`src/rtl/data_extractor_for_store.sv`:
```
// data_extractor_for_store: registered RV32I store-data formatter producing zero-extended write data and byte mask
module data_extractor_for_store #(
  parameter logic [6:0] STORE_OPCODE = 7'b0100011
) (
  input  logic        clk,
  input  logic        reset,
  input  logic [31:0] inst,
  input  logic [31:0] data,
  output logic [31:0] y,
  output logic [3:0]  wmask
);
  logic        is_store;
  logic [2:0]  funct3;
  logic [3:0]  wmask_d;
  logic [31:0] y_d;
  always_comb begin
    is_store = inst[6:0] == STORE_OPCODE;
    funct3   = inst[14:12];
    wmask_d  = !is_store      ? 4'b0000 :
               funct3 == 3'd0 ? 4'b0001 :
               funct3 == 3'd1 ? 4'b0011 :
               funct3 == 3'd2 ? 4'b1111 : 4'b0000;
    // expanding the byte mask to a bit mask yields the zero extension directly
    y_d      = data & {{8{wmask_d[3]}}, {8{wmask_d[2]}}, {8{wmask_d[1]}}, {8{wmask_d[0]}}};
  end
  always_ff @(posedge clk or posedge reset)
    if (reset) begin
      y     <= 32'h0;
      wmask <= 4'b0000;
    end else begin
      y     <= y_d;
      wmask <= wmask_d;
    end
endmodule

```
`config.mk`:
```
export PLATFORM = sky130hd
export DESIGN_NAME = data_extractor_for_store
export DESIGN_NICKNAME = d
export VERILOG_FILES = /design/src/rtl/data_extractor_for_store.sv
export SDC_FILE = /design/constraint.sdc
export NUM_CORES = 1
export LEC_CHECK = 0
export ABC_CLOCK_PERIOD_IN_PS = 1500
export CORE_ASPECT_RATIO = 0.8
export CORE_MARGIN = 5
export CORE_UTILIZATION = 33
export DETAILED_ROUTE_END_ITERATION = 10
export PLACE_DENSITY = 0.87
export SYNTH_ARGS = -nofsm -noshare
export SYNTH_HDL_FRONTEND = slang
export SYNTH_SLANG_ARGS = --single-unit
```
`constraint.sdc`:
```
create_clock -name clk -period 1.5 [get_ports clk]
set_input_delay 0.45 -clock clk [delete_from_list [all_inputs] [get_ports clk]]
set_output_delay 0.45 -clock clk [all_outputs]
set_load 0.005 [all_outputs]
```
After elaboration in Yosys (flattened, before gate mapping)
Index checks and enable logic that the tools add are counted.

operators by class
  add/sub/neg operators = 0
  multiply operators = 0
  divide/modulo/power cells = 0
  $lt $le $gt $ge = 0
  equality and inequality tests = 3
  shifts and indexed selects = 0
  mux-type cells = 4
  bitwise logic cells = 1
  reduce and logical (&&, ||, !) cells = 1

operators with widths
  kind                                                              number
  32-bit bitwise AND                                                1
  4-bit 2-to-1 mux                                                  4
  7-bit by 6-bit == test with 1-bit output (second input constant)  1
  3-bit by 1-bit == test with 1-bit output (second input constant)  1
  3-bit by 2-bit == test with 1-bit output (second input constant)  1
  3-bit zero test                                                   1

word-level totals
  register bits = 36
  latch bits = 0
  bits in writable memories = 0
  ROM bits = 0
  word-level logic and storage cells = 11
  memories = 0

Longest topological paths before layout
Gate-level depths: netlist (run 1).

  depth after elaboration = 6
  mapped depth = 4

Worst setup path after synthesis (run 1)
OpenSTA, ideal clock, no wires.

  path type = input port to flip-flop
  start point = input inst[2]
  end point = register y[13]
  arrival = 1,472 ps
  required time = 1,399 ps
  setup slack = -73 ps
  stages on the path = 4
  path through = or4b_1 buf_6 buf_6 nor4_1

on the way
  cells in the longest elaborated chain, start to end = 3

ends and longest elaborated chain
  what                                      line  text
  start: declaration                        7     input logic [31:0] inst,
  7-bit by 6-bit == test with 1-bit output  17    is_store = inst[6:0] == STORE_OPCODE;
  4-bit 2-to-1 mux                          19    wmask_d = !is_store ? 4'b0000 :
  32-bit bitwise AND                        24    y_d = data & {{8{wmask_d[3]}}, {8{wmask_d[2]}}, {8{wmask_d[1]}}, {8{wmask_d[0]}}};
  via y_d[13]                               15    logic [31:0] y_d;
  end signal: assignment                    31    y <= y_d;
  end: declaration                          9     output logic [31:0] y,

The timed path passes the listed nets, and every way through them passes these cells.

Worst setup path in the final report (run 1)
  start point = input inst[2]
  end point = register y[28]

The elaborated chain is that of the path after synthesis.

==> flow_summary.yaml, run 1 <==
synth:
  synthAdderAreaFrac_pct: 0
  synth_top_area_share_pct: 64.5
  yosysSeqAreaShare_pct: 64.5
  synth.distinct_cells: 14
  synth_warnings: 0
  netlist_area_um2: 1360
  synth_cells: 120
  synth_top_cell_by_area: "dfrtp_1"
  synth_top_family_by_area: "simple AND/OR/NAND/NOR gates"
  muxShareOfSynthArea_pct: 0
  synth_xor_area_share_pct: 0.645
  synthesis.nets: 186
  synth_area_leaders: "dfrtp_1 64%, nor4_1 15%, inv_1 6.9%"
  synth_simple_gate_area_share_pct: 21.5
  synth_compound_area_share_pct: 0.552
  syn_area_per_cell_um2: 11.3
  ys_seq_elements: 35
routing:
  drt-initial-drc-count: 66
  ant_nets: 0
  drc: 0
  firstDrtPassIters: 4
  avgViaCountPerCell: 4.61
  wl_um: 4420
  wl_per_cell_um: 16.4
  num_vias: 1241
global_route:
  grt_pass1_vias: 1328
  grt_pass1_wl_um: 6720
  grt_antenna_before_repair: 0
  overflow: 0
  grtUsageTotal_pct: 16.7
  grt_max_degree: 27
clock_tree:
  cts_max_path_buffers: 2
  cts_hold_buf: 0
  cts_tree: "done"
  ctsHtreeMaxLevel: 2
  cts_buffers: 5
  cts-root-buf: "clkbuf_8"
  cts.sinks: 35
  cts.clk_slew.worst_paths_ns: 0.07
timing:
  max_slew.worst_pin.slew_ns: 0.333
  finalCritPeriodShare_pct: 98.1
  min_period_ns: 1.47
  maxSlewHeadroom_pct: 77.8
  rsz0062_at_grt: "false"
  whs_ns: 0.511
  slew_viol_final: 0
  setup_slack_ns: 0.0292
  setup_viol: 0
  hold_viol: 0
  timing.fmax_mhz: 680
  tns_ns: 0
power_and_ir_drop:
  max-vdd-ir-drop_v: 0.000430
  p_total_mw: 2.00
  power.density_nw_per_um2: 739
  p_leak_nw: 1.37
setup_path:
  slowest_delay_ns: 0.58
  critPathMaxFanout: 6
  start_kind: "primary input"
  cp.arrival_ns: 1.65
  endpoint_kind: "flip-flop"
  cp_cell_sequence: "buf_2, or4b_4, buf_12, buf_16, nor4_2"
  critPathKind: "in2reg"
  cp_slowest_cell: "or4b_4"
  critPathRequiredTime_ns: 1.68
layout:
  layout_commonest_cell: "clkdlybuf4s50_1"
  layout_common_cells: "37 x clkdlybuf4s50_1, 36 x dlygate4sd2_1, 35 x dfrtp_1"
  utilization_pct: 69.8
  syn_to_final_growth_pct: 99.4
  num_antenna_cells: 0
  drive_above_1_share_pct: 30.4
  fin_nets: 279
job:
  drv_cap: 0
place:
  preCtsSetupSlack_ns: -0.502
  gp_routability_congestion: 0.775
  numPortBuffers: 79
  dp_hpwl_um: 2660
die:
  num_rows: 20
  pin_count: 102
  fp.coreArea_um2: 3880
  dieArea_um2: 5510
  die_h_um: 67.4
  die_w_um: 81.7
  initial_core_util_pct: 35.0
hold_path:
  min_path_type: "in2async"
status:
  status: "finished, final reports clean"
[how the worst max path moves through the flow]
stage | start | endpoint | slack (ns) | depth (start not counted)
after CTS | inst[6] | y[27]$_DFF_PP0_ | 0.008 | 5
final | inst[2] | y[28]$_DFF_PP0_ | 0.03 | 5
after global routing | inst[2] | y[29]$_DFF_PP0_ | 0.004 | 5
after global placement | inst[2] | y[15]$_DFF_PP0_ | -0.47 | 4
after floorplan | inst[2] | y[23]$_DFF_PP0_ | -0.04 | 4
after detailed placement | inst[2] | y[27]$_DFF_PP0_ | -0.50 | 4
[synthesized netlist by cell type]
cell	count
a21o_1	1
dfrtp_1	35
nor4_1	33
nand2b_1	8
or4b_1	1
inv_1	25
nand3b_1	1
buf_6	4
xnor2_1	1
nor3_1	2
or3b_2	1
buf_4	1
clkbuf_1	6
buf_2	1
[logic make-up after synthesis]
group,count (synthesis)
and+or+nand+nor,46
xor gates and xnor gates,1
DFF,35
AOI/OAI and AO/OA,1
buffers and inverters,37
[layer usage]
layer / up-vias / wire, um / track usage [%]
met5: - / 0 / 0
met4: 0 / 64 / 7.26
met3: 5 / 388 / 4.40
met2: 57 / 2130 / 28.9
met1: 589 / 1840 / 19.5
li1: 590 / - / -
[worst max-delay path: cells and delay by family]
| kind | cells | cell delay, ns |
|---|---|---|
| buf+inv | 3 | 0.39 |
| simple gates | 2 | 0.81 |
[final cells by class]
class | count | area [um2]
Inverter | 25 | 93.8
Sequential cell | 35 | 876
Timing Repair Buffer | 97 | 978
Fill cell | 288 | 1170
Clock buffer | 7 | 96.3
Multi-Input combinational cell | 49 | 588
Clock inverter | 1 | 7.51
Tap cell | 55 | 68.8
[state kept, by name, indices dropped and copies added, names as in the netlist]
name and flops:
y 32, wmask 3
[metrics by stage]
step / cell area [um2] / std cells
after detailed placement: 2220 / 253
after global placement: 2220 / 253
final: 2710 / 269
after global routing: 2710 / 269
after floorplan: 1360 / 120
after CTS: 2670 / 268
[power breakdown]
part	switching, mW	internal [mW]
Combinational	0.141	0.160
Sequential	0.000203	0.944
Clock	0.338	0.418
[repair_timing]
| action | 4_1_cts | 5_1_grt |
|---|---|---|
| resized for setup | 97 | 8 |
| hold endpoints to repair | 0 | 0 |
| buffers inserted | 3 | 0 |
| setup endpoints to repair | 71 | 29 |
| pin swaps | 9 | 3 |
| cloned | 4 | 1 |
Power figures use the tool's default switching activity.
==> run 2, diff against run 1 <==
--- a/config.mk
+++ b/config.mk
@@ -5,12 +5,13 @@
 export SDC_FILE = /design/constraint.sdc
 export NUM_CORES = 1
 export LEC_CHECK = 0
-export ABC_CLOCK_PERIOD_IN_PS = 1500
+export ABC_CLOCK_PERIOD_IN_PS = 1700
 export CORE_ASPECT_RATIO = 0.8
 export CORE_MARGIN = 5
-export CORE_UTILIZATION = 33
+export CORE_UTILIZATION = 36
+export CTS_CLUSTER_SIZE = 40
 export DETAILED_ROUTE_END_ITERATION = 10
-export PLACE_DENSITY = 0.87
+export PLACE_DENSITY = 0.93
 export SYNTH_ARGS = -nofsm -noshare
 export SYNTH_HDL_FRONTEND = slang
 export SYNTH_SLANG_ARGS = --single-unit
==> constraint.sdc (replaced) <==
create_clock -name clk -period 1.7 [get_ports clk]
set_input_delay 0.51 -clock clk [delete_from_list [all_inputs] [get_ports clk]]
set_output_delay 0.51 -clock clk [all_outputs]
set_load 0.005 [all_outputs]
==> run 2 against run 1 <==
Net effect:
- flip-flop and latch count did not move
- cell area increased by 1.9%
- final cell count shrank 6.7%
- count of clock-buffer cells in the layout shrank 2
- sequential power fell by 12%
- largest cell class unchanged
- largest power group unchanged
- highest routed layer unchanged
==> flow_summary.yaml, run 2 (synthesized netlist as in run 1, its figures left out) <==
layout:
  num_antenna_cells: 0
  reg_top3: "y (32), wmask (3)"
  syn_to_final_growth_pct: 103
  largest_reg_flops: 32
  fin_nets: 272
  layout_common_cells: "75 x clkdlybuf4s50_1, 35 x dfrtp_1, 25 x inv_1"
  top_register: "y"
  fin_area_um2: 2760
  drive_above_1_share_pct: 27.1
  instances_no_fill: 251
  layout_commonest_cell: "clkdlybuf4s50_1"
timing:
  finalCritPeriodShare_pct: 96.3
  setup_slack_ns: 0.0627
  setup_viol: 0
  whs_ns: 0.575
  min_period_ns: 1.64
  timing.fmax_mhz: 611
  hold_viol: 0
  maxSlewHeadroom_pct: 58.9
  max_slew.worst_pin.slew_ns: 0.617
  rsz0062_at_grt: "false"
  slew_viol_final: 0
power_and_ir_drop:
  p_total_mw: 1.67
  power.switching_uw: 417
  p_leak_nw: 1.22
  comb_power_share_pct: 16.1
  p_seq_share_pct: 50.0
  intPower_mw: 1.25
  swShare_pct: 25.1
  pwr-share-clk_pct: 33.9
  power.density_nw_per_um2: 604
  max-vdd-ir-drop_v: 0.000375
routing:
  drt-initial-drc-count: 26
  drc: 0
  wl_um: 4050
  ant_nets: 0
  num_vias: 1219
  firstDrtPassIters: 4
  wl_per_cell_um: 16.1
  avgViaCountPerCell: 4.86
clock_tree:
  cts_setup_buffers: 0
  cts.sinks: 35
  ctsHtreeMaxLevel: 2
  cts_buffers: 5
  cts_max_path_buffers: 2
  cts.clk_slew.worst_paths_ns: 0.07
  cts-root-buf: "clkbuf_8"
  cts_tree: "done"
hold_path:
  min_path_type: "in2async"
die:
  num_rows: 20
  dieArea_um2: 5110
  die_w_um: 78.7
  fp.coreArea_um2: 3730
  initial_core_util_pct: 36.4
  pin_count: 102
  die_h_um: 65.0
setup_path:
  critPathMaxFanout: 1
  cp_cell_sequence: "clkdlybuf4s50_1"
  critPathBufInv: 1
  start_kind: "flip-flop"
  slowest_delay_ns: 0.50
  critPathKind: "reg2out"
  cp_slowest_cell: "clkdlybuf4s50_1"
  crit_family: "buffers and inverters"
  critPathRequiredTime_ns: 1.19
  endpoint_kind: "output pin"
  cp.arrival_ns: 1.13
place:
  preCtsSetupSlack_ns: -0.389
  dp_hpwl_um: 2560
  dp.cells: 239
  placed_area_um2: 2200
  numPortBuffers: 79
  gp_routability_congestion: 0.702
global_route:
  grtUsageTotal_pct: 15.0
  grt_pass1_vias: 1214
  grt_max_degree: 36
  grt_pass1_wl_um: 5750
  grt_antenna_before_repair: 0
  overflow: 0
status:
  status: "finished, final reports clean"
job:
  drv_cap: 0
-- run 2: cell count changes in the layout (fill, tap and decap cells not counted), moves of 8 or more --
cell	delta
nor4_4	+9
nor4_2	-8
dlygate4sd2_1	-36
clkdlybuf4s50_1	+38
-- run 2: repair_timing --
action	4_1_cts	5_1_grt
hold buffers	0	0
setup endpoints to repair	30	32
pin swaps	0	8
cloned	0	4
gates resized for setup	26	36
-- run 2: final cells by class --
type                       count  area (um2)
clock buffer                   5        68.8
clock inverter                 3        15.0
fill                         263         968
inverter                      25        93.8
multi-input combinational     48         667
sequential                    35         876
tap                           44        55.1
timing repair buffer          91         985
-- run 2: worst max-delay path by stage --
stage	start	to	slack [ns]	cells past startpoint
floorplan	inst[2]	y[13]$_DFF_PP0_	0.07	4
global route	wmask[1]$_DFF_PP0_	wmask[1]	0.02	1
global placement	inst[2]	y[8]$_DFF_PP0_	-0.31	4
detailed placement	inst[2]	y[18]$_DFF_PP0_	-0.39	4
finish	y[16]$_DFF_PP0_	y[16]	0.06	1
CTS	inst[2]	y[9]$_DFF_PP0_	-0.02	4
-- run 2: through the flow --
step	setup TNS [ns]	utilization (%)
after detailed placement	-11.18	58.9
after floorplan	0	-
after global placement	-9.78	58.9
final	0	74.0
after CTS	-0.113	65.3
after global routing	0	74.0
-- run 2: power groups by stage --
stage	Combinational (mW)	Sequential [mW]	Clock [mW]
2_1_floorplan	0.0678	0.849	0
3_3_place_gp	0.189	0.849	0
3_5_place_dp	0.193	0.849	0
4_1_cts	0.216	0.833	0.578
5_1_grt	0.287	0.833	0.610
6_report	0.268	0.834	0.565
-- run 2: layer usage --
metal | routed length (um) | vias up | global-route usage, %
li1 | - | 573 | -
met1 | 1570 | 591 | 16.9
met2 | 2170 | 51 | 27.1
met3 | 273 | 4 | 3.89
met4 | 38 | 0 | 5.90
met5 | 0 | - | 0
==> run 3, diff against run 2 <==
--- a/config.mk
+++ b/config.mk
@@ -5,7 +5,7 @@
 export SDC_FILE = /design/constraint.sdc
 export NUM_CORES = 1
 export LEC_CHECK = 0
-export ABC_CLOCK_PERIOD_IN_PS = 1700
+export ABC_CLOCK_PERIOD_IN_PS = 2000
 export CORE_ASPECT_RATIO = 0.8
 export CORE_MARGIN = 5
 export CORE_UTILIZATION = 36
==> constraint.sdc (replaced) <==
create_clock -name clk -period 2 [get_ports clk]
set_input_delay 0.6 -clock clk [delete_from_list [all_inputs] [get_ports clk]]
set_output_delay 0.6 -clock clk [all_outputs]
set_load 0.005 [all_outputs]
==> run 3 against run 2 <==
Net effect:
- setup slack improved by 0.026 ns
- hold slack improved by 0.15 ns
- global-route usage fell by 0.82 points
- final cell count fell by 2.0%
- flip-flop and latch count did not move
- non-clock buffer count fell by 5
- via count fell by 4.5%
- routed wire length fell by 15%
- sequential share of layout area rose by 6.6 points
- critical path type is now in2reg
- utilization fell by 13 points
- combinational power fell by 41%
- first-iteration DRC count rose by 50%
==> flow_summary.yaml, run 3 (synthesized netlist as in run 1, its figures left out) <==
timing:
  setup_slack_ns: 0.0884
  max_slew.worst_pin.slew_ns: 0.757
  finalCritPeriodShare_pct: 95.6
  setup_viol: 0
  maxSlewHeadroom_pct: 49.2
  slew_viol_final: 0
  hold_viol: 0
  whs_ns: 0.726
  rsz0062_at_grt: "false"
  min_period_ns: 1.91
  timing.fmax_mhz: 523
setup_path:
  critPathKind: "in2reg"
  critPathRequiredTime_ns: 2.16
  endpoint_kind: "flip-flop"
  cp_slowest_cell: "or4b_1"
  start_kind: "primary input"
  cp.arrival_ns: 2.07
  slowest_delay_ns: 0.55
  cp_cell_sequence: "clkdlybuf4s50_1, or4b_1, buf_4, nor4_1"
  critPathMaxFanout: 20
die:
  die_h_um: 65.0
  initial_core_util_pct: 36.4
  die_w_um: 78.7
  pin_count: 102
  dieArea_um2: 5110
  num_rows: 20
  fp.coreArea_um2: 3730
clock_tree:
  cts_buffers: 5
  cts_tree: "done"
  cts-root-buf: "clkbuf_8"
  cts.clk_slew.worst_paths_ns: 0.07
  ctsHtreeMaxLevel: 2
  cts_setup_buffers: 0
  cts.sinks: 35
  cts_max_path_buffers: 2
routing:
  wl_per_cell_um: 13.9
  num_vias: 1164
  ant_nets: 0
  firstDrtPassIters: 4
  drt-initial-drc-count: 39
  avgViaCountPerCell: 4.73
  drc: 0
  wl_um: 3420
job:
  drv_cap: 0
place:
  gp_routability_congestion: 0.685
  placed_area_um2: 2180
  numPortBuffers: 79
  dp_hpwl_um: 2550
  preCtsSetupSlack_ns: -0.194
layout:
  fin_area_um2: 2280
  largest_reg_flops: 32
  layout_commonest_cell: "clkdlybuf4s50_1"
  drive_above_1_share_pct: 7.92
  syn_to_final_growth_pct: 68.0
  regArea_um2: 876
  layout_common_cells: "79 x clkdlybuf4s50_1, 35 x dfrtp_1, 32 x nor4_1"
  num_antenna_cells: 0
  reg_top3: "y (32), wmask (3)"
  top_register: "y"
  n_fill_cell: 299
  multiInputGateArea_um2: 315
  fin_nets: 267
global_route:
  overflow: 0
  grt_antenna_before_repair: 0
  grt_pass1_vias: 1163
  grt_max_degree: 36
  grtUsageTotal_pct: 14.2
  grt_pass1_wl_um: 5420
power_and_ir_drop:
  max-vdd-ir-drop_v: 0.000407
  p_leak_nw: 1.03
  power.density_nw_per_um2: 618
status:
  status: "finished, final reports clean"
hold_path:
  min_path_type: "in2async"
-- run 3: changes by cell type in the layout (fill, tap and decap cells not counted), moves of 2 or more --
cell / before / now
buf_12: 3 / 0
buf_4: 5 / 7
clkbuf_16: 3 / 0
clkbuf_8: 5 / 7
clkdlybuf4s50_1: 75 / 79
clkinv_2: 3 / 0
dlymetal6s2s_1: 4 / 0
nor4_1: 1 / 32
nor4_2: 17 / 1
nor4_4: 15 / 0
-- run 3: through the flow --
| step | instances | util [%] | total power, mW | setup TNS [ns] |
|---|---|---|---|---|
| global route | 246 | 61.2 | 1.47 | 0 |
| finish | 246 | 61.2 | 1.41 | 0 |
| floorplan | 120 | - | 0.780 | 0 |
| CTS | 246 | 61.1 | 1.43 | 0 |
| global placement | 238 | 58.4 | 0.878 | -2.43 |
| detailed placement | 238 | 58.4 | 0.881 | -4.37 |
-- run 3: layout make-up --
type | instances | area share (%)
Clock buffer | 8 | 4.38
Inverter | 25 | 4.11
Multi-Input combinational cell | 48 | 13.8
Sequential cell | 35 | 38.4
Tap cell | 44 | 2.41
Timing Repair Buffer | 86 | 36.9
-- run 3: where the power goes --
group	switching [mW]	leakage (nW)	internal (mW)
Clock	0.230	0.0515	0.314
Sequential	0.000184	0.489	0.709
Combinational	0.0635	0.490	0.0939
Total	0.294	1.03	1.12
-- run 3: routing by layer --
metal	GRT usage, %	vias up	part of all wire (%)
met1	15.2	549	38
li1	-	564	-
met5	0	-	0
met2	25.7	46	53
met3	4.58	5	7.5
met4	5.90	0	1.3
-- run 3: path summary, 6_finish.rpt --
| kind | from | to | slack (ns) |
|---|---|---|---|
| setup / recovery | inst[2] | y[17]$_DFF_PP0_ | 0.09 |
| hold / removal | reset | y[2]$_DFF_PP0_ | 0.73 |
| max in group asynchronous | reset | y[22]$_DFF_PP0_ | 0.98 |
| min in group clk | data[16] | y[16]$_DFF_PP0_ | 0.84 |
-- run 3: worst max-delay path: cells and delay by family --
| kind | cells | cell delay (ns) |
|---|---|---|
| simple gates | 2 | 0.85 |
| buf+inv | 2 | 0.63 |
-- run 3: what timing repair did --
action / 4_1_cts / 5_1_grt
setup endpoints to repair: 0 / 1
resized for setup: 0 / 1
hold endpoints to repair: 0 / 0
hold buffers: 0 / 0
